**src/rtl/adc_scan_ctrl.sv**
```systemverilog
// adc_scan_ctrl: SPI scan controller for an 8-channel 12-bit serial ADC
// (16-clock frames, 3-bit address on DIN, previous channel's result on DOUT).
//
// Ports:
//   iCLK, iRST      clock (rising edge), async active-low reset
//   iSTART, iCONT   single-shot request / continuous rescan enable
//   iCH_MASK        channel enables, latched when a scan starts
//   oSCLK, oCS_n    ADC serial clock (idles high) and chip select
//   oDIN, iDOUT     ADC address line and serial result line
//   oDATA           NUM_CH result slots of OUT_W bits (MSBs of each sample)
//   oVALID, oCH     one-cycle slot-write strobe and the channel written
//   oBUSY, oDONE    scan in progress / end-of-scan pulse
module adc_scan_ctrl #(
    parameter int NUM_CH  = 8,
    parameter int OUT_W   = 8,
    parameter int CLK_DIV = 4
) (
    input  logic                    iCLK,
    input  logic                    iRST,
    input  logic                    iSTART,
    input  logic                    iCONT,
    input  logic [NUM_CH-1:0]       iCH_MASK,
    output logic                    oSCLK,
    output logic                    oCS_n,
    output logic                    oDIN,
    input  logic                    iDOUT,
    output logic [NUM_CH*OUT_W-1:0] oDATA,
    output logic                    oVALID,
    output logic [2:0]              oCH,
    output logic                    oBUSY,
    output logic                    oDONE
);

    localparam int DW = (CLK_DIV > 1) ? $clog2(CLK_DIV) : 1;
    localparam logic [DW-1:0] DIV_LAST = DW'(CLK_DIV - 1);

    typedef enum logic [1:0] {IDLE, LEAD, SHIFT, TRAIL} state_t;

    state_t            state;
    logic [DW-1:0]     divCnt;
    logic [3:0]        bitCnt;
    logic [11:0]       sr;
    logic [NUM_CH-1:0] pending;
    logic [2:0]        firstCh;
    logic [2:0]        addrCh;
    logic [2:0]        prevCh;
    logic              firstFrame;
    logic              finalFrame;
    logic [OUT_W-1:0]  slot [NUM_CH];

    logic       launch;
    logic       wrSlot;
    logic       dinNext;
    logic [3:0] nextBit;
    logic [2:0] startCh;
    logic [2:0] nextCh;

    function automatic logic [2:0] lowCh(input logic [NUM_CH-1:0] m);
        logic [2:0] c;
        c = '0;
        for (int i = NUM_CH - 1; i >= 0; i--)
            if (m[i]) c = 3'(i);
        return c;
    endfunction

    // Clears the lowest set bit: the channel just addressed.
    function automatic logic [NUM_CH-1:0] clrLow(input logic [NUM_CH-1:0] m);
        return m & (m - NUM_CH'(1));
    endfunction

    assign startCh = lowCh(iCH_MASK);
    assign nextCh  = lowCh(pending);
    assign nextBit = bitCnt + 4'd1;

    // A scan starts from IDLE, or chains straight out of the last TRAIL cycle.
    assign launch = (|iCH_MASK) &&
                    (((state == IDLE) && (iSTART || iCONT)) ||
                     ((state == TRAIL) && (divCnt == DIV_LAST) && iCONT));

    // First high cycle after the 16th rising edge: the sample is complete.
    assign wrSlot = (state == SHIFT) && oSCLK && (divCnt == '0) &&
                    (bitCnt == 4'd15) && !firstFrame;

    always_comb begin
        dinNext = 1'b0;
        case (nextBit)
            4'd2:    dinNext = addrCh[2];
            4'd3:    dinNext = addrCh[1];
            4'd4:    dinNext = addrCh[0];
            default: dinNext = 1'b0;
        endcase
    end

    always_ff @(posedge iCLK or negedge iRST) begin
        if (!iRST) begin
            state      <= IDLE;
            divCnt     <= '0;
            bitCnt     <= '0;
            sr         <= '0;
            pending    <= '0;
            firstCh    <= '0;
            addrCh     <= '0;
            prevCh     <= '0;
            firstFrame <= 1'b0;
            finalFrame <= 1'b0;
            oSCLK      <= 1'b1;
            oCS_n      <= 1'b1;
            oDIN       <= 1'b0;
            oVALID     <= 1'b0;
            oCH        <= '0;
            oBUSY      <= 1'b0;
            oDONE      <= 1'b0;
        end else begin
            oVALID <= wrSlot;
            oDONE  <= wrSlot && finalFrame;
            if (wrSlot) oCH <= prevCh;
            if (launch) begin
                state      <= LEAD;
                divCnt     <= '0;
                oCS_n      <= 1'b0;
                oSCLK      <= 1'b1;
                oBUSY      <= 1'b1;
                firstCh    <= startCh;
                addrCh     <= startCh;
                pending    <= clrLow(iCH_MASK);
                firstFrame <= 1'b1;
                finalFrame <= 1'b0;
            end else begin
                unique case (state)
                    IDLE: ;
                    LEAD: begin
                        if (divCnt == DIV_LAST) begin
                            state  <= SHIFT;
                            divCnt <= '0;
                            bitCnt <= '0;
                            oSCLK  <= 1'b0;
                            oDIN   <= 1'b0;
                        end else begin
                            divCnt <= divCnt + DW'(1);
                        end
                    end
                    SHIFT: begin
                        if (divCnt != DIV_LAST) begin
                            divCnt <= divCnt + DW'(1);
                        end else if (!oSCLK) begin
                            divCnt <= '0;
                            oSCLK  <= 1'b1;
                            sr     <= {sr[10:0], iDOUT};
                        end else if (bitCnt != 4'd15) begin
                            divCnt <= '0;
                            bitCnt <= nextBit;
                            oSCLK  <= 1'b0;
                            oDIN   <= dinNext;
                        end else if (finalFrame) begin
                            divCnt <= '0;
                            state  <= TRAIL;
                            oCS_n  <= 1'b1;
                        end else begin
                            // Next frame: the channel just addressed
                            // becomes the one whose result comes back.
                            divCnt     <= '0;
                            bitCnt     <= '0;
                            oSCLK      <= 1'b0;
                            oDIN       <= 1'b0;
                            firstFrame <= 1'b0;
                            prevCh     <= addrCh;
                            if (|pending) begin
                                addrCh  <= nextCh;
                                pending <= clrLow(pending);
                            end else begin
                                addrCh     <= firstCh;
                                finalFrame <= 1'b1;
                            end
                        end
                    end
                    TRAIL: begin
                        if (divCnt == DIV_LAST) begin
                            divCnt <= '0;
                            state  <= IDLE;
                            oBUSY  <= 1'b0;
                        end else begin
                            divCnt <= divCnt + DW'(1);
                        end
                    end
                    default: state <= IDLE;
                endcase
            end
        end
    end

    always_ff @(posedge iCLK or negedge iRST) begin
        if (!iRST) begin
            for (int i = 0; i < NUM_CH; i++) slot[i] <= '0;
        end else if (wrSlot) begin
            for (int i = 0; i < NUM_CH; i++)
                if (prevCh == 3'(i)) slot[i] <= sr[11 -: OUT_W];
        end
    end

    for (genvar g = 0; g < NUM_CH; g++) begin : gSlot
        assign oDATA[g*OUT_W +: OUT_W] = slot[g];
    end

endmodule

```
**config.mk**
```make
export PLATFORM = sky130hd
export DESIGN_NAME = adc_scan_ctrl
export DESIGN_NICKNAME = d
export VERILOG_FILES = /design/src/rtl/adc_scan_ctrl.sv
export SDC_FILE = /design/constraint.sdc
export NUM_CORES = 1
export LEC_CHECK = 0
export ABC_CLOCK_PERIOD_IN_PS = 3700
export CAP_MARGIN = 20
export CORE_AREA = 2 2 114 116
export DETAILED_ROUTE_END_ITERATION = 8
export DIE_AREA = 0 0 116 118
export GPL_TIMING_DRIVEN = 0
export PLACE_DENSITY = 0.6
export SLEW_MARGIN = 15
export SYNTH_ARGS = -nofsm -noshare
export SYNTH_HDL_FRONTEND = slang
export SYNTH_SLANG_ARGS = --single-unit
```
**constraint.sdc**
```tcl
create_clock -name iCLK -period 3.7 [get_ports iCLK]
set_input_delay 0.37 -clock iCLK [delete_from_list [all_inputs] [get_ports iCLK]]
set_output_delay 0.37 -clock iCLK [all_outputs]
set_load 0.03 [all_outputs]
```
==> Yosys cells after proc, flatten, opt, wreduce, memory -nomap -nowiden <==
Cells that the tools add are included.
{ "op_classes": {"addsub": 4, "eq_ne": 30, "n_mux": 81, "bitwise": 7, "reduce_logical": 46} }
{ "op_table": {"columns": ["cell", "count"], "rows": [
  ["2-to-1 mux 3 bit", 23],
  ["2-to-1 mux 8 bit", 7],
  ["2-to-1 mux 1 bit", 30],
  ["2-to-1 mux 2 bit", 10],
  ["2-to-1 mux 4 bit", 5],
  ["AND reduction 2 bit", 9],
  ["AND reduction 6 bit", 3],
  ["AND 8 bit", 2],
  ["OR reduction 8 bit", 2],
  ["subtractor 8 x 1 -> 8 bit, second input constant", 2],
  ["inequality test 3 bit, second input constant", 5],
  ["nonzero test 2 bit", 7],
  ["equality test 3 bit, second input constant", 4],
  ["inequality test 2 bit, second input constant", 6],
  ["AND reduction 5 bit", 2],
  ["logical AND 1 bit", 9],
  ["equality test 4 x 2 -> 1 bit, second input constant", 2],
  ["case mux 4 bit (2 select lines)", 1],
  ["AND reduction 4 bit", 2],
  ["AND reduction 7 bit", 1],
  ["equality test 2 bit, second input constant", 3],
  ["equality test 3 x 2 -> 1 bit, second input constant", 2],
  ["inequality test 3 x 2 -> 1 bit, second input constant", 2],
  ["case mux 2 bit (3 select lines)", 1],
  ["20 further kinds", 28]
]} }
{ "totals": {"ff_bits": 112, "input_bits": 13, "out_inout_bits": 73, "wordCells": 193} }

==> Depth between registers and ports, before layout <==
{ "logic_depth": {"ltp_word": 15, "ltp_mapped": 11, "depth_no_buf": 8} }

==> Worst setup path before layout <==
Ideal clock, no wire load.
{ "synth_path": {"path_type": "flip-flop to flip-flop", "startpoint": "reg state[0]", "endpoint": "reg slot (netlist bit oDATA[32])", "setup_time_ns": 0.125, "t_arrival_ns": 2.073, "t_required_ns": 3.575, "slack_ns": 1.502, "path_stages_with_launch": 9, "n_path_buf": 2, "synth_period_minus_slack_ns": 2.198, "path_cell_list": "dfrtp_1 -> inv_1 -> ha_1 -> clkbuf_2 -> nand4b_1 -> or2_1 -> buf_6 -> nor4b_4 -> mux2_2"} }
{ "synth_via": {"elab_chain_cells": 6} }
{ "synth_rtl": {"columns": ["element", "line", "rtl"], "rows": [
  ["from (decl)", "39", "state_t state;"],
  ["from (signal assigned)", "96", "state <= IDLE;"],
  ["from (signal assigned)", "118", "state <= LEAD;"],
  ["from (signal assigned)", "133", "state <= SHIFT;"],
  ["equality test 2 bit", "81", "assign wrSlot = (state == SHIFT) && oSCLK && (divCnt == '0) &&"],
  ["logical AND 1 bit (3 in series)", "81", null],
  ["logical AND 1 bit", "82", "(bitCnt == 4'd15) && !firstFrame;"],
  ["AND reduction 2 bit (no line)", null, null],
  ["to (signal, indexed assignment)", "196", "if (prevCh == 3'(i)) slot[i] <= sr[11 -: OUT_W];"],
  ["to (decl)", "49", "logic [OUT_W-1:0] slot [NUM_CH];"]
]} }
No other way between the ends.
A chain may end at the register's enable or synchronous reset.

==> Worst setup path after layout <==
{ "layout_path": {"startpoint": "reg bitCnt[1]", "endpoint": "reg slot (netlist bit oDATA[32])"} }
{ "layout_via": {"elab_chain_cells": 4} }
{ "layout_rtl": {"columns": ["element", "line", "rtl"], "rows": [
  ["from (decl)", "41", "logic [3:0] bitCnt;"],
  ["from (signal assigned)", "151", "bitCnt <= nextBit;"],
  ["equality test 4 bit", "82", null],
  ["logical AND 1 bit", "81", null],
  ["logical AND 1 bit", "82", null],
  ["AND reduction 2 bit (no line)", null, null]
]} }
No other way between the ends.

==> reports/qor.yml <==
critical_path:
  startpoint_type: "register"
  cpMaxStageDelayCell: "nor4b_4"
  slowest_delay_ps: 670
  r2r_end: "oDATA[32]$_DFFE_PN0P_"
  critPathRequiredTime_ps: 3930
  reg2reg_slack_ps: 1120
  crit_fanout: 8
  cp-end-kind: "register"
  worstReg2RegStart: "bitCnt[1]$_DFFE_PN0P_"
  crit_chain: "ha_1 > nand3_4 > or2_1 > buf_6 > nor4b_4 > mux2_2"
  r2r_cells: 6
  critical_path_class: "reg -> reg"
  worstPathArrival_ps: 2820
flow_run:
  timing.max_cap.violations: 0
die:
  core_area_um2: 12400
  ioPinCount: 86
  die-area_um2: 13700
  num_rows: 41
  initial_utilization: 0.396
  die_w_um: 116
  fp.dieH_um: 118
global_route:
  grt_pass1_vias: 3243
  antenna_found_initial: 0
  grtUsageTotal: 0.159
  grt_max_degree: 58
  overflow: 0
  grt_pass1_wl_mm: 16.9
sta:
  hold_viol_final: 0
  worst_pin_slew_ps: 729
  setup_viol: 0
  rsz0062_at_grt: "no"
  finalSetupTns_ps: 0
  min_period_over_period: 0.698
  maxSlewViolCount: 0
  slew_headroom: 0.512
  clock_skew_ps: 7.22
  max_freq_mhz: 387
  post-route-min-period_ps: 2580
  setup_ws_ps: 1120
synthesis:
  synthDominantCellAreaShare: 0.555
  syn_area_um2: 4920
  synth_nets: 398
  synth.ff_latch_count: 111
  synth-seq-area-share: 0.566
  ys.flop_type: "dfrtp_1"
  synth_edf_count: 0
  synthArstFlopShare: 1.00
  synth_top_cell_by_area: "dfrtp_1"
  syn_inst: 375
  synth_warnings: 0
  synth.area.top_cells: "dfrtp_1 (55%), mux2_2 (16%), ha_1 (2.5%)"
  synth.distinct_cells: 59
  synth_area_per_cell_um2: 13.1
min_path:
  worstHoldStart: "firstCh[1]$_DFFE_PN0P_"
  worstHoldPathType: "reg -> reg"
  hold_path_depth: 1
  holdPathEnd: "firstCh[1]$_DFFE_PN0P_"
final_layout:
  diodes: 0
  final_util: 0.509
  regArea_um2: 2780
  nFillCells: 1122
  fin_nets: 496
  design_area_um2: 6310
  drive_gt1_frac: 0.251
  syn_to_final_growth_pct: 28.4
  multiInputGateArea_um2: 2000
power_and_ir_drop:
  finalPower_mw: 3.06
  ir_worst_vdd_uv: 299
  leakage_nw: 2.95
  p_per_area_nw_per_um2: 485
routing:
  vias_per_cell: 4.88
  postRouteWirelength_mm: 10.2
  drtPass1Iterations: 4
  detail_route.drc_violations: 0
  vias: 3172
  first_iter_violations: 203
  drtAntennaViolNets: 0
  avgRoutedWirePerCell_um: 15.7
clocking:
  post_cts_resized: 0
  numCtsBuffers: 9
  clk_path_buf_depth: 2
  clk_pin_slew_ps: 80
  clock_latency_ps: 350
  clock_sinks: 111
  cts_max_level: 3
  cts_tree: "done"
  root_buffer: "clkbuf_16"
placement:
  portBuffers: 85
  postPlaceCellArea_um2: 6010
  place_hpwl_mm: 7.45
  place.gp.congestion: 0.822
  place_ws_ps: 923
status:
  status: "finished clean"
## how the worst max path moves through the flow
stage                                     start               endpoint  slack (ps)  depth (start not counted)
after floorplan            state[0]$_DFFE_PN0P_  oDATA[32]$_DFFE_PN0P_        1500                          8
after global placement                     iRST  oDATA[38]$_DFFE_PN0P_       -1950                          1
after detailed placement                  iCONT      sr[2]$_DFFE_PN0P_         920                          7
after CTS                  state[1]$_DFFE_PN0P_      sr[2]$_DFFE_PN0P_        1120                          8
after global routing      bitCnt[1]$_DFFE_PN0P_  oDATA[32]$_DFFE_PN0P_         950                          6
final                     bitCnt[1]$_DFFE_PN0P_  oDATA[32]$_DFFE_PN0P_        1120                          6
## synth_stat cells (2+ instances only)
| cell | instances |
|---|---|
| dfstp_2 | 2 |
| mux2_1 | 4 |
| o221ai_1 | 2 |
| inv_1 | 10 |
| a22o_1 | 2 |
| nand2b_1 | 3 |
| clkbuf_1 | 2 |
| o21bai_1 | 4 |
| o21a_1 | 2 |
| o31ai_1 | 4 |
| a31oi_1 | 2 |
| dfrtp_1 | 109 |
| nor4_1 | 4 |
| buf_1 | 8 |
| nor2_1 | 15 |
| buf_6 | 2 |
| mux2_2 | 69 |
| ha_1 | 10 |
| nand3_4 | 2 |
| or3_1 | 4 |
| mux2_4 | 6 |
| nand3b_4 | 2 |
| nor4b_4 | 2 |
| o311ai_0 | 2 |
| nand3_1 | 7 |
| a21o_1 | 3 |
| nor3_1 | 7 |
| o211ai_1 | 2 |
| a22oi_1 | 2 |
| o21ai_0 | 16 |
| buf_2 | 5 |
| nand2_1 | 23 |
| mux2i_1 | 2 |
| a21oi_1 | 10 |
| and2_1 | 2 |
## placed cells by master, fill, tap and decap left out, types with 8 or more instances in the layout
cell type        instances
o21ai_0                 16
mux2_2                  69
a21oi_1                 10
inv_1                   10
nand2_1                 23
clkdlybuf4s50_1         84
nor2_1                  15
clkbuf_16                9
dfrtp_1                109
buf_1                    8
ha_1                    10
## area by class of cell
class,instances,area share
repair buffers,87,0.141
plain buffers,19,0.0155
clock inverters,5,0.00634
well taps,172,0.0341
inverters,11,0.00674
clock buffers,11,0.0400
flip-flops and latches,111,0.440
multi-input cells,234,0.316
## stage by stage
step | hold slack, ps | std cells
after detailed placement | 387 | 633
after CTS | 486 | 650
after global placement | 462 | 632
final | 483 | 650
after floorplan | 74.4 | 375
after global routing | 501 | 650
## power breakdown
part	internal, mW	switching [mW]
logic	0.265	0.391
registers	1.34	0.113
clock network	0.500	0.452
## worst max-delay path, delay by kind of cell (launching register included)
kind                       cells  cell delay, ps
adders and majority gates      1             350
and+or+nand+nor                3            1100
muxes                          1             400
buffers and inverters          1             150
DFF                            1             450
## repair_timing
| item | 4_1_cts | 5_1_grt |
|---|---|---|
| endpoints found under the hold margin | 12 | 0 |
| hold buffers | 1 | 0 |
| buffers inserted | 0 | 0 |
## sequential cells by signal, indices dropped and copies added, names as in the netlist, 2 cells and up
| signal | cells |
|---|---|
| divCnt | 2 |
| state | 2 |
| sr | 12 |
| bitCnt | 4 |
| firstCh | 3 |
| addrCh | 3 |
| prevCh | 3 |
| oDATA | 64 |
| oCH | 3 |
| pending | 7 |
## per-layer routing
metal  GRT usage  part of all wire  routed length [um]
met5           0                 0                   0
met4      0.0446             0.011                 111
met3      0.0438             0.047                 477
met2       0.247              0.48                4860
met1       0.217              0.46                4740
## kinds of logic (layout without fill, tap and decap cells)
kind of cell,count (synthesis),in the layout,share of synthesized area
simple gates,83,83,0.109
compound gates,60,60,0.0817
fa+ha+maj,10,10,0.0255
mux,81,81,0.190
buf+inv,30,133,0.0285
flops,111,111,0.566
(Power assumes the default switching activity.)
